### config.mk
export PLATFORM = sky130hd
export DESIGN_NAME = pipe_mem_wb_stage_flat
export DESIGN_NICKNAME = d
export VERILOG_FILES = /design/src/rtl/loopyV_data_types.sv /design/src/rtl/pipe_mem_wb_stage_if.sv /design/src/rtl/load_align.sv /design/src/rtl/pipe_mem_wb_stage.sv /design/src/flat_wrapper.sv
export SDC_FILE = /design/constraint.sdc
export NUM_CORES = 1
export LEC_CHECK = 0
export CAP_MARGIN = 20
export CORE_ASPECT_RATIO = 2
export CORE_UTILIZATION = 25
export DETAILED_ROUTE_END_ITERATION = 10
export GPL_TIMING_DRIVEN = 0
export SLEW_MARGIN = 0
export SYNTH_ARGS = -nofsm -noshare
export SYNTH_HDL_FRONTEND = slang
export SYNTH_SLANG_ARGS = --single-unit
### constraint.sdc
create_clock -name clk -period 5 [get_ports clk]
set_clock_uncertainty 0.05 [all_clocks]
set_input_delay 1 -clock clk [delete_from_list [all_inputs] [get_ports clk]]
set_output_delay 1 -clock clk [all_outputs]
set_load 0.005 [all_outputs]
### src/rtl/loopyV_data_types.sv
// Shared types for the MEM/WB stage: write-back select, load funct3, FSM state, held bundle.
// LOOPYV_RVC_LINK_EN adds the compressed flag to the held bundle.
package loopyV_data_types;

  localparam int MW_XLEN = 32;
  localparam int MW_RA_W = 5;
  localparam int MW_PC_W = 32;

  typedef enum logic [1:0] {
    WB_SEL_ALU  = 2'd0,
    WB_SEL_IMM  = 2'd1,
    WB_SEL_LOAD = 2'd2,
    WB_SEL_PC4  = 2'd3
  } WbSelType;

  localparam logic [2:0] F3_LB  = 3'b000;
  localparam logic [2:0] F3_LH  = 3'b001;
  localparam logic [2:0] F3_LW  = 3'b010;
  localparam logic [2:0] F3_LBU = 3'b100;
  localparam logic [2:0] F3_LHU = 3'b101;

  typedef enum logic [1:0] {
    MW_EMPTY,
    MW_FULL,
    MW_WAIT_LOAD,
    MW_DRAIN
  } MemWbStateType;

  typedef struct packed {
    logic [MW_RA_W-1:0] rdAddr;
    logic               rdWriteEn;
    WbSelType           destSel;
    logic [MW_XLEN-1:0] result;
    logic [MW_PC_W-1:0] pc;
    logic [2:0]         funct3;
    logic [1:0]         addrLsb;
`ifdef LOOPYV_RVC_LINK_EN
    logic               isCompressed;
`endif
  } MemWbType;

endpackage

### src/rtl/pipe_mem_wb_stage_if.sv
// MEM->WB handshake, data-memory response and write-back port bundle.
// slave: the stage; master: the driver. LOOPYV_RVC_LINK_EN adds memIsCompressed.
interface pipe_mem_wb_stage_if
  import loopyV_data_types::*;
#(
  parameter int XLEN = 32,
  parameter int RA_W = 5,
  parameter int PC_W = 32
);
  logic            memValid;
  logic            memReady;
  logic [RA_W-1:0] memRdAddr;
  logic            memRdWriteEn;
  WbSelType        memDestSel;
  logic [XLEN-1:0] memResult;
  logic [PC_W-1:0] memPc;
  logic [2:0]      memLoadFunct3;
  logic [1:0]      memAddrLsb;
`ifdef LOOPYV_RVC_LINK_EN
  logic            memIsCompressed;
`endif
  logic            dmRespValid;
  logic [XLEN-1:0] dmRespData;
  logic            flush;
  logic            wbValid;
  logic [RA_W-1:0] wbRdAddr;
  logic            wbRdWriteEn;
  logic [XLEN-1:0] wbRdWriteData;
  logic [PC_W-1:0] wbPc;

  modport slave (
`ifdef LOOPYV_RVC_LINK_EN
    input  memIsCompressed,
`endif
    input  memValid, memRdAddr, memRdWriteEn,
    input  memDestSel, memResult, memPc,
    input  memLoadFunct3, memAddrLsb,
    input  dmRespValid, dmRespData, flush,
    output memReady, wbValid, wbRdAddr,
    output wbRdWriteEn, wbRdWriteData, wbPc
  );

  modport master (
`ifdef LOOPYV_RVC_LINK_EN
    output memIsCompressed,
`endif
    output memValid, memRdAddr, memRdWriteEn,
    output memDestSel, memResult, memPc,
    output memLoadFunct3, memAddrLsb,
    output dmRespValid, dmRespData, flush,
    input  memReady, wbValid, wbRdAddr,
    input  wbRdWriteEn, wbRdWriteData, wbPc
  );
endinterface

### src/rtl/load_align.sv
// Combinational load formatter: lane select plus sign/zero extension.
// Ports: raw word, funct3, lsb in; formatted XLEN word out.
module load_align
  import loopyV_data_types::*;
#(
  parameter int XLEN = 32
) (
  input  logic [XLEN-1:0] raw,
  input  logic [2:0]      funct3,
  input  logic [1:0]      lsb,
  output logic [XLEN-1:0] data
);
  logic [7:0]  b;
  logic [15:0] h;

  always_comb begin
    b = raw[7:0];
    unique case (lsb)
      2'd0: b = raw[7:0];
      2'd1: b = raw[15:8];
      2'd2: b = raw[23:16];
      2'd3: b = raw[31:24];
    endcase
    // lsb[0] is ignored: misaligned halves trap upstream
    h = lsb[1] ? raw[31:16] : raw[15:0];
    data = raw;
    case (funct3)
      F3_LB:   data = {{(XLEN-8){b[7]}}, b};
      F3_LBU:  data = {{(XLEN-8){1'b0}}, b};
      F3_LH:   data = {{(XLEN-16){h[15]}}, h};
      F3_LHU:  data = {{(XLEN-16){1'b0}}, h};
      F3_LW:   data = raw;
      default: data = raw;
    endcase
  end
endmodule

### src/rtl/pipe_mem_wb_stage.sv
// MEM/WB stage: registers results, waits on load responses, formats load data.
// Ports: clk, arst, bus (slave). LOOPYV_RVC_LINK_EN selects pc+2 links.
module pipe_mem_wb_stage
  import loopyV_data_types::*;
#(
  parameter int XLEN = 32,
  parameter int RA_W = 5,
  parameter int PC_W = 32
) (
  input logic clk,
  input logic arst,
  pipe_mem_wb_stage_if.slave bus
);
  MemWbStateType   state;
  MemWbType        held;
  logic            accept;
  logic            isLoad;
  logic [XLEN-1:0] ldData;
  logic [XLEN-1:0] link;

  always_comb begin
    bus.memReady = 1'b0;
    unique case (state)
      MW_EMPTY:     bus.memReady = 1'b1;
      MW_FULL:      bus.memReady = 1'b1;
      MW_WAIT_LOAD: bus.memReady = bus.dmRespValid;
      MW_DRAIN:     bus.memReady = 1'b0;
    endcase
    if (bus.flush) bus.memReady = 1'b0;
  end

  assign accept = bus.memValid && bus.memReady;
  assign isLoad = bus.memDestSel == WB_SEL_LOAD;

  always_ff @(posedge clk or posedge arst) begin
    if (arst) begin
      state <= MW_EMPTY;
      held  <= '0;
    end else if (bus.flush && state == MW_WAIT_LOAD
                 && !bus.dmRespValid) begin
      // keep tracking the request so its reply is dropped
      state <= MW_DRAIN;
    end else if (bus.flush) begin
      state <= MW_EMPTY;
    end else if (accept) begin
      state          <= isLoad ? MW_WAIT_LOAD : MW_FULL;
      held.rdAddr    <= bus.memRdAddr;
      held.rdWriteEn <= bus.memRdWriteEn;
      held.destSel   <= bus.memDestSel;
      held.result    <= bus.memResult;
      held.pc        <= bus.memPc;
      held.funct3    <= bus.memLoadFunct3;
      held.addrLsb   <= bus.memAddrLsb;
`ifdef LOOPYV_RVC_LINK_EN
      held.isCompressed <= bus.memIsCompressed;
`endif
    end else if (state == MW_FULL) begin
      state <= MW_EMPTY;
    end else if (state != MW_EMPTY && bus.dmRespValid) begin
      state <= MW_EMPTY;
    end
  end

  load_align #(.XLEN(XLEN)) u_align (
    .raw    (bus.dmRespData),
    .funct3 (held.funct3),
    .lsb    (held.addrLsb),
    .data   (ldData)
  );

`ifdef LOOPYV_RVC_LINK_EN
  assign link = XLEN'(held.pc)
              + (held.isCompressed ? XLEN'(2) : XLEN'(4));
`else
  assign link = XLEN'(held.pc) + XLEN'(4);
`endif

  always_comb begin
    bus.wbRdWriteData = held.result;
    unique case (held.destSel)
      WB_SEL_ALU:  bus.wbRdWriteData = held.result;
      WB_SEL_IMM:  bus.wbRdWriteData = held.result;
      WB_SEL_LOAD: bus.wbRdWriteData = ldData;
      WB_SEL_PC4:  bus.wbRdWriteData = link;
    endcase
  end

  assign bus.wbValid = !bus.flush
    && (state == MW_FULL
        || (state == MW_WAIT_LOAD && bus.dmRespValid));
  assign bus.wbRdWriteEn = bus.wbValid && held.rdWriteEn
                         && (held.rdAddr != '0);
  assign bus.wbRdAddr = held.rdAddr;
  assign bus.wbPc     = held.pc;
endmodule

### src/flat_wrapper.sv
// flat-port wrapper written by rule: the top's interface ports become plain ports
module pipe_mem_wb_stage_flat import loopyV_data_types::*;
#(
  parameter int XLEN = 32,
  parameter int RA_W = 5,
  parameter int PC_W = 32
)
  (clk, arst, bus_memValid, bus_memRdAddr, bus_memRdWriteEn, bus_memDestSel, bus_memResult, bus_memPc, bus_memLoadFunct3, bus_memAddrLsb, bus_dmRespValid, bus_dmRespData, bus_flush, bus_memReady, bus_wbValid, bus_wbRdAddr, bus_wbRdWriteEn, bus_wbRdWriteData, bus_wbPc);
  pipe_mem_wb_stage_if #(.XLEN(XLEN), .RA_W(RA_W), .PC_W(PC_W)) bus_i ();
  input logic clk;
  input logic arst;
  input wire logic [$bits(bus_i.memValid)-1:0] bus_memValid;
  input wire logic [$bits(bus_i.memRdAddr)-1:0] bus_memRdAddr;
  input wire logic [$bits(bus_i.memRdWriteEn)-1:0] bus_memRdWriteEn;
  input wire logic [$bits(bus_i.memDestSel)-1:0] bus_memDestSel;
  input wire logic [$bits(bus_i.memResult)-1:0] bus_memResult;
  input wire logic [$bits(bus_i.memPc)-1:0] bus_memPc;
  input wire logic [$bits(bus_i.memLoadFunct3)-1:0] bus_memLoadFunct3;
  input wire logic [$bits(bus_i.memAddrLsb)-1:0] bus_memAddrLsb;
  input wire logic [$bits(bus_i.dmRespValid)-1:0] bus_dmRespValid;
  input wire logic [$bits(bus_i.dmRespData)-1:0] bus_dmRespData;
  input wire logic [$bits(bus_i.flush)-1:0] bus_flush;
  output wire logic [$bits(bus_i.memReady)-1:0] bus_memReady;
  output wire logic [$bits(bus_i.wbValid)-1:0] bus_wbValid;
  output wire logic [$bits(bus_i.wbRdAddr)-1:0] bus_wbRdAddr;
  output wire logic [$bits(bus_i.wbRdWriteEn)-1:0] bus_wbRdWriteEn;
  output wire logic [$bits(bus_i.wbRdWriteData)-1:0] bus_wbRdWriteData;
  output wire logic [$bits(bus_i.wbPc)-1:0] bus_wbPc;
  assign bus_i.memValid = bus_memValid;
  assign bus_i.memRdAddr = bus_memRdAddr;
  assign bus_i.memRdWriteEn = bus_memRdWriteEn;
  assign bus_i.memDestSel = bus_memDestSel;
  assign bus_i.memResult = bus_memResult;
  assign bus_i.memPc = bus_memPc;
  assign bus_i.memLoadFunct3 = bus_memLoadFunct3;
  assign bus_i.memAddrLsb = bus_memAddrLsb;
  assign bus_i.dmRespValid = bus_dmRespValid;
  assign bus_i.dmRespData = bus_dmRespData;
  assign bus_i.flush = bus_flush;
  assign bus_memReady = bus_i.memReady;
  assign bus_wbValid = bus_i.wbValid;
  assign bus_wbRdAddr = bus_i.wbRdAddr;
  assign bus_wbRdWriteEn = bus_i.wbRdWriteEn;
  assign bus_wbRdWriteData = bus_i.wbRdWriteData;
  assign bus_wbPc = bus_i.wbPc;
  pipe_mem_wb_stage #(.XLEN(XLEN), .RA_W(RA_W), .PC_W(PC_W)) u_core (.clk(clk), .arst(arst), .bus(bus_i));
endmodule
==> run_summary.xml <==
<?xml version="1.0" encoding="UTF-8"?>
<metrics>
  <group name="timing">
    <metric name="rsz0062_at_grt" unit="">no</metric>
    <metric name="period_needed" unit="ns">4.556</metric>
    <metric name="hold_violations" unit="">0</metric>
    <metric name="timing.final.max_slew_violations" unit="">0</metric>
    <metric name="timing.slew.headroom" unit="">0.5319</metric>
    <metric name="timing.final.crit_share" unit="">0.9112</metric>
    <metric name="fin_setup_tns" unit="ns">0</metric>
    <metric name="setup_viol_count_final" unit="">0</metric>
    <metric name="max_freq" unit="MHz">219.5</metric>
    <metric name="max_slew.worst_pin.slew" unit="ns">0.7021</metric>
  </group>
  <group name="run">
    <metric name="max-cap-violations" unit="">0</metric>
  </group>
  <group name="worst_setup_path">
    <metric name="path_class" unit="">in2out</metric>
    <metric name="setup.worst_path.end_class" unit="">primary output</metric>
    <metric name="worstPathArrival" unit="ns">3.51</metric>
    <metric name="path_max_fanout" unit="">10</metric>
    <metric name="regToRegStartpoint" unit="">u_core.state[0]</metric>
    <metric name="launching_element_of_the_worst_setup_path" unit="">bus_dmRespData[31]</metric>
    <metric name="cp.required" unit="ns">3.95</metric>
    <metric name="crit_path_start_kind" unit="">input pin</metric>
  </group>
  <group name="clock_tree">
    <metric name="insertion_delay" unit="ns">0.35</metric>
    <metric name="tritoncts" unit="">done</metric>
    <metric name="clock_buffers_created_by_tritoncts" unit="">9</metric>
    <metric name="htreeDepth" unit="">3</metric>
    <metric name="clock_sink_count" unit="">79</metric>
    <metric name="max-clock-path-buffers" unit="">2</metric>
    <metric name="clock_tree.root_cell" unit="">sky130_fd_sc_hd__clkbuf_16</metric>
    <metric name="holdBufCountCts" unit="">0</metric>
    <metric name="post-cts-setup-buffers" unit="">0</metric>
    <metric name="cts_resizes" unit="">0</metric>
    <metric name="clk_pin_slew_worst_paths" unit="ns">0.07</metric>
  </group>
  <group name="global_routing">
    <metric name="met2_usage" unit="">0.3463</metric>
    <metric name="grt_pass1_vias" unit="">5030</metric>
    <metric name="grt_util_all_layers" unit="">0.1987</metric>
    <metric name="use_met3" unit="">0.03548</metric>
    <metric name="busiest_grt_layer" unit="">met2</metric>
    <metric name="gr-usage-met1" unit="">0.2053</metric>
    <metric name="largest_net_degree_at_the_start_of_global_routing" unit="">46</metric>
    <metric name="antenna_found_initial" unit="">1</metric>
    <metric name="overflow" unit="">0</metric>
    <metric name="grt_pass1_wl" unit="µm">29900</metric>
  </group>
  <group name="floorplan">
    <metric name="dieArea" unit="mm²">0.02115</metric>
    <metric name="io_pins" unit="">186</metric>
    <metric name="floorplan.die.height" unit="µm">204.7</metric>
    <metric name="core_area" unit="mm²">0.02000</metric>
    <metric name="die_x" unit="µm">103.3</metric>
    <metric name="row_count" unit="">73</metric>
    <metric name="starting_density_of_the_core" unit="">0.2567</metric>
  </group>
  <group name="finish">
    <metric name="nFillCells" unit="">1999</metric>
    <metric name="drive_gt1_frac" unit="">0.1910</metric>
    <metric name="final-seq-area" unit="mm²">0.001977</metric>
    <metric name="multi_input_comb_area" unit="mm²">0.002674</metric>
    <metric name="nNetsFinal" unit="">843</metric>
    <metric name="flow.area_growth_from_synthesis" unit="%">48.76</metric>
    <metric name="final_cell_area" unit="mm²">0.007639</metric>
    <metric name="final-instance-count-excl-fill" unit="">996</metric>
  </group>
  <group name="detailed_routing">
    <metric name="firstDrtPassIters" unit="">5</metric>
    <metric name="route.detailed.vias_per_inst" unit="">4.879</metric>
    <metric name="drc" unit="">0</metric>
    <metric name="routed-via-count" unit="">4859</metric>
    <metric name="postRouteAntennaNets" unit="">0</metric>
    <metric name="wire_length_after_detailed_routing" unit="µm">20270</metric>
    <metric name="drt-wirelength-per-cell" unit="µm">20.35</metric>
    <metric name="detailedRoute.firstIterationViolations" unit="">222</metric>
  </group>
  <group name="yosys">
    <metric name="yosys-top-cells-area" unit="">sky130_fd_sc_hd__dfrtp_1 (38%), sky130_fd_sc_hd__mux2_2 (16%), sky130_fd_sc_hd__buf_4 (5.4%)</metric>
    <metric name="netlist_instances" unit="">531</metric>
    <metric name="netlist.area_leader.share" unit="">0.3850</metric>
    <metric name="synth-edff-count" unit="">0</metric>
    <metric name="syn-num-nets" unit="">646</metric>
    <metric name="yosysSeqAreaShare" unit="">0.3850</metric>
    <metric name="synth_area_leader_cell" unit="">sky130_fd_sc_hd__dfrtp_1</metric>
    <metric name="synth.most_common_cell" unit="">sky130_fd_sc_hd__dfrtp_1</metric>
    <metric name="synthesis.area" unit="mm²">0.005135</metric>
    <metric name="yosys_warnings" unit="">0</metric>
    <metric name="synth.ff_latch_count" unit="">79</metric>
    <metric name="synth_common_cells" unit="">sky130_fd_sc_hd__dfrtp_1 (79), sky130_fd_sc_hd__mux2_2 (73), sky130_fd_sc_hd__buf_4 (37)</metric>
    <metric name="synth_cell_types" unit="">46</metric>
    <metric name="ys_async_sr_fraction" unit="">1.000</metric>
    <metric name="syn_area_cell" unit="µm²">9.670</metric>
    <metric name="synthFlopType" unit="">sky130_fd_sc_hd__dfrtp_1</metric>
  </group>
  <group name="pwr">
    <metric name="p_total" unit="mW">2.853</metric>
    <metric name="leakage" unit="nW">2.934</metric>
    <metric name="p_per_area" unit="mW/mm²">373.5</metric>
    <metric name="vdd_drop_max" unit="V">0.0001551</metric>
  </group>
  <group name="min_path">
    <metric name="worstHoldStart" unit="">u_core.held[38]</metric>
    <metric name="min-delay-path-class" unit="">reg2reg</metric>
  </group>
  <group name="placed_design">
    <metric name="post-place-cells" unit="">979</metric>
    <metric name="numPortBuffers" unit="">185</metric>
    <metric name="dpl.hpwl" unit="µm">16460</metric>
    <metric name="globalplace.congestion" unit="">0.9123</metric>
    <metric name="dpl-instance-area" unit="mm²">0.007345</metric>
  </group>
  <group name="status">
    <metric name="status" unit="">finished, final reports clean</metric>
  </group>
</metrics>
-- state kept, by name, summed over array words and instances (netlist names) --
register,flops
u_core.bus.wbPc,32
u_core.bus.wbRdAddr,5
u_core.held,40
u_core.state,2
-- power by group --
| group | leakage, nW | internal [mW] | switching [mW] | total, mW |
|---|---|---|---|---|
| combinational | 1.86 | 0.710 | 0.557 | 1.27 |
| sequential | 0.936 | 0.768 | 0.150 | 0.919 |
| clock | 0.136 | 0.387 | 0.280 | 0.667 |
| total | 2.93 | 1.87 | 0.987 | 2.85 |
-- path summary, 6_finish.rpt --
check,depth (start not counted),slack (ns),to
worst min register to register,1,0.45,u_core.held[38]
worst max register to register,6,2.47,u_core.bus.wbPc[16]
min in group asynchronous,2,0.98,u_core.bus.wbPc[28]
worst max-delay path,7,0.44,bus_wbRdWriteData[23]
max in group asynchronous,3,3.31,u_core.held[57]
worst min-delay path,1,0.45,u_core.held[38]
-- layer usage --
layer,wire length [µm],vias to the layer above,part of all wire
met3,1051,59,0.052
met2,10600,177,0.52
met5,0,-,0
met1,7061,2356,0.35
met4,1559,0,0.077
li1,-,2267,-
-- kinds of logic (layout without fill, tap and decap cells) --
kind of cell               count (synthesis)  in the layout  share of synthesized area
DFF                                       79             79                     0.3850
xor gates and xnor gates                  27             27                    0.04605
muxes                                     75             75                     0.1640
AOI/OAI and AO/OA                        119            119                     0.1550
buffers and inverters                     90            292                    0.09430
other                                      0              1                          0
adders and majority gates                  1              1                   0.002436
and+or+nand+nor                          140            140                     0.1533
-- cell usage in the layout, fill, tap and decap left out, types with 4 or more instances in the layout --
master / n
sky130_fd_sc_hd__a21o_1: 6
sky130_fd_sc_hd__xnor2_1: 13
sky130_fd_sc_hd__mux2_2: 73
sky130_fd_sc_hd__and4_1: 7
sky130_fd_sc_hd__o22ai_1: 4
sky130_fd_sc_hd__nor2_1: 22
sky130_fd_sc_hd__xor2_1: 14
sky130_fd_sc_hd__clkbuf_1: 29
sky130_fd_sc_hd__buf_4: 37
sky130_fd_sc_hd__buf_2: 6
sky130_fd_sc_hd__nand3_1: 20
sky130_fd_sc_hd__a21boi_0: 5
sky130_fd_sc_hd__nand2_1: 29
sky130_fd_sc_hd__o221ai_1: 26
sky130_fd_sc_hd__a31oi_1: 7
sky130_fd_sc_hd__nor2b_1: 16
sky130_fd_sc_hd__o21ai_0: 26
sky130_fd_sc_hd__nand2b_1: 16
sky130_fd_sc_hd__clkdlybuf4s50_1: 185
sky130_fd_sc_hd__a21oi_1: 29
sky130_fd_sc_hd__nand4_1: 7
sky130_fd_sc_hd__clkbuf_16: 9
sky130_fd_sc_hd__dfrtp_1: 79
sky130_fd_sc_hd__inv_1: 17
-- final cells by class --
class                           count  share of cell area
Antenna cell                        1           0.0003276
Tap cell                          262             0.04292
Sequential cell                    79              0.2588
Timing Repair Buffer              186              0.2460
Clock buffer                       11             0.03047
Buffer                             72             0.05455
Multi-Input combinational cell    362              0.3500
Inverter                           18            0.009173
Clock inverter                      5            0.007699
-- worst max-delay path, stage by stage --
cell                              delay [ns]
sky130_fd_sc_hd__clkdlybuf4s50_1        0.48
sky130_fd_sc_hd__mux2_2                 0.32
sky130_fd_sc_hd__o22ai_1                0.28
sky130_fd_sc_hd__nand2b_1               0.20
sky130_fd_sc_hd__clkbuf_1               0.41
sky130_fd_sc_hd__o221ai_1               0.29
sky130_fd_sc_hd__clkdlybuf4s50_1        0.51
-- per-stage QoR --
stage	hold slack, ns	util	setup WS, ns
2_1_floorplan	0.4227	-	1.860
3_3_place_gp	0.4328	0.3657	0.3860
3_5_place_dp	0.4372	0.3672	0.4806
4_1_cts	0.4522	0.3817	0.4642
5_1_grt	0.4682	0.3819	0.4065
6_report	0.4495	0.3819	0.4442
Note: power is estimated with default switching activity, not from simulation.
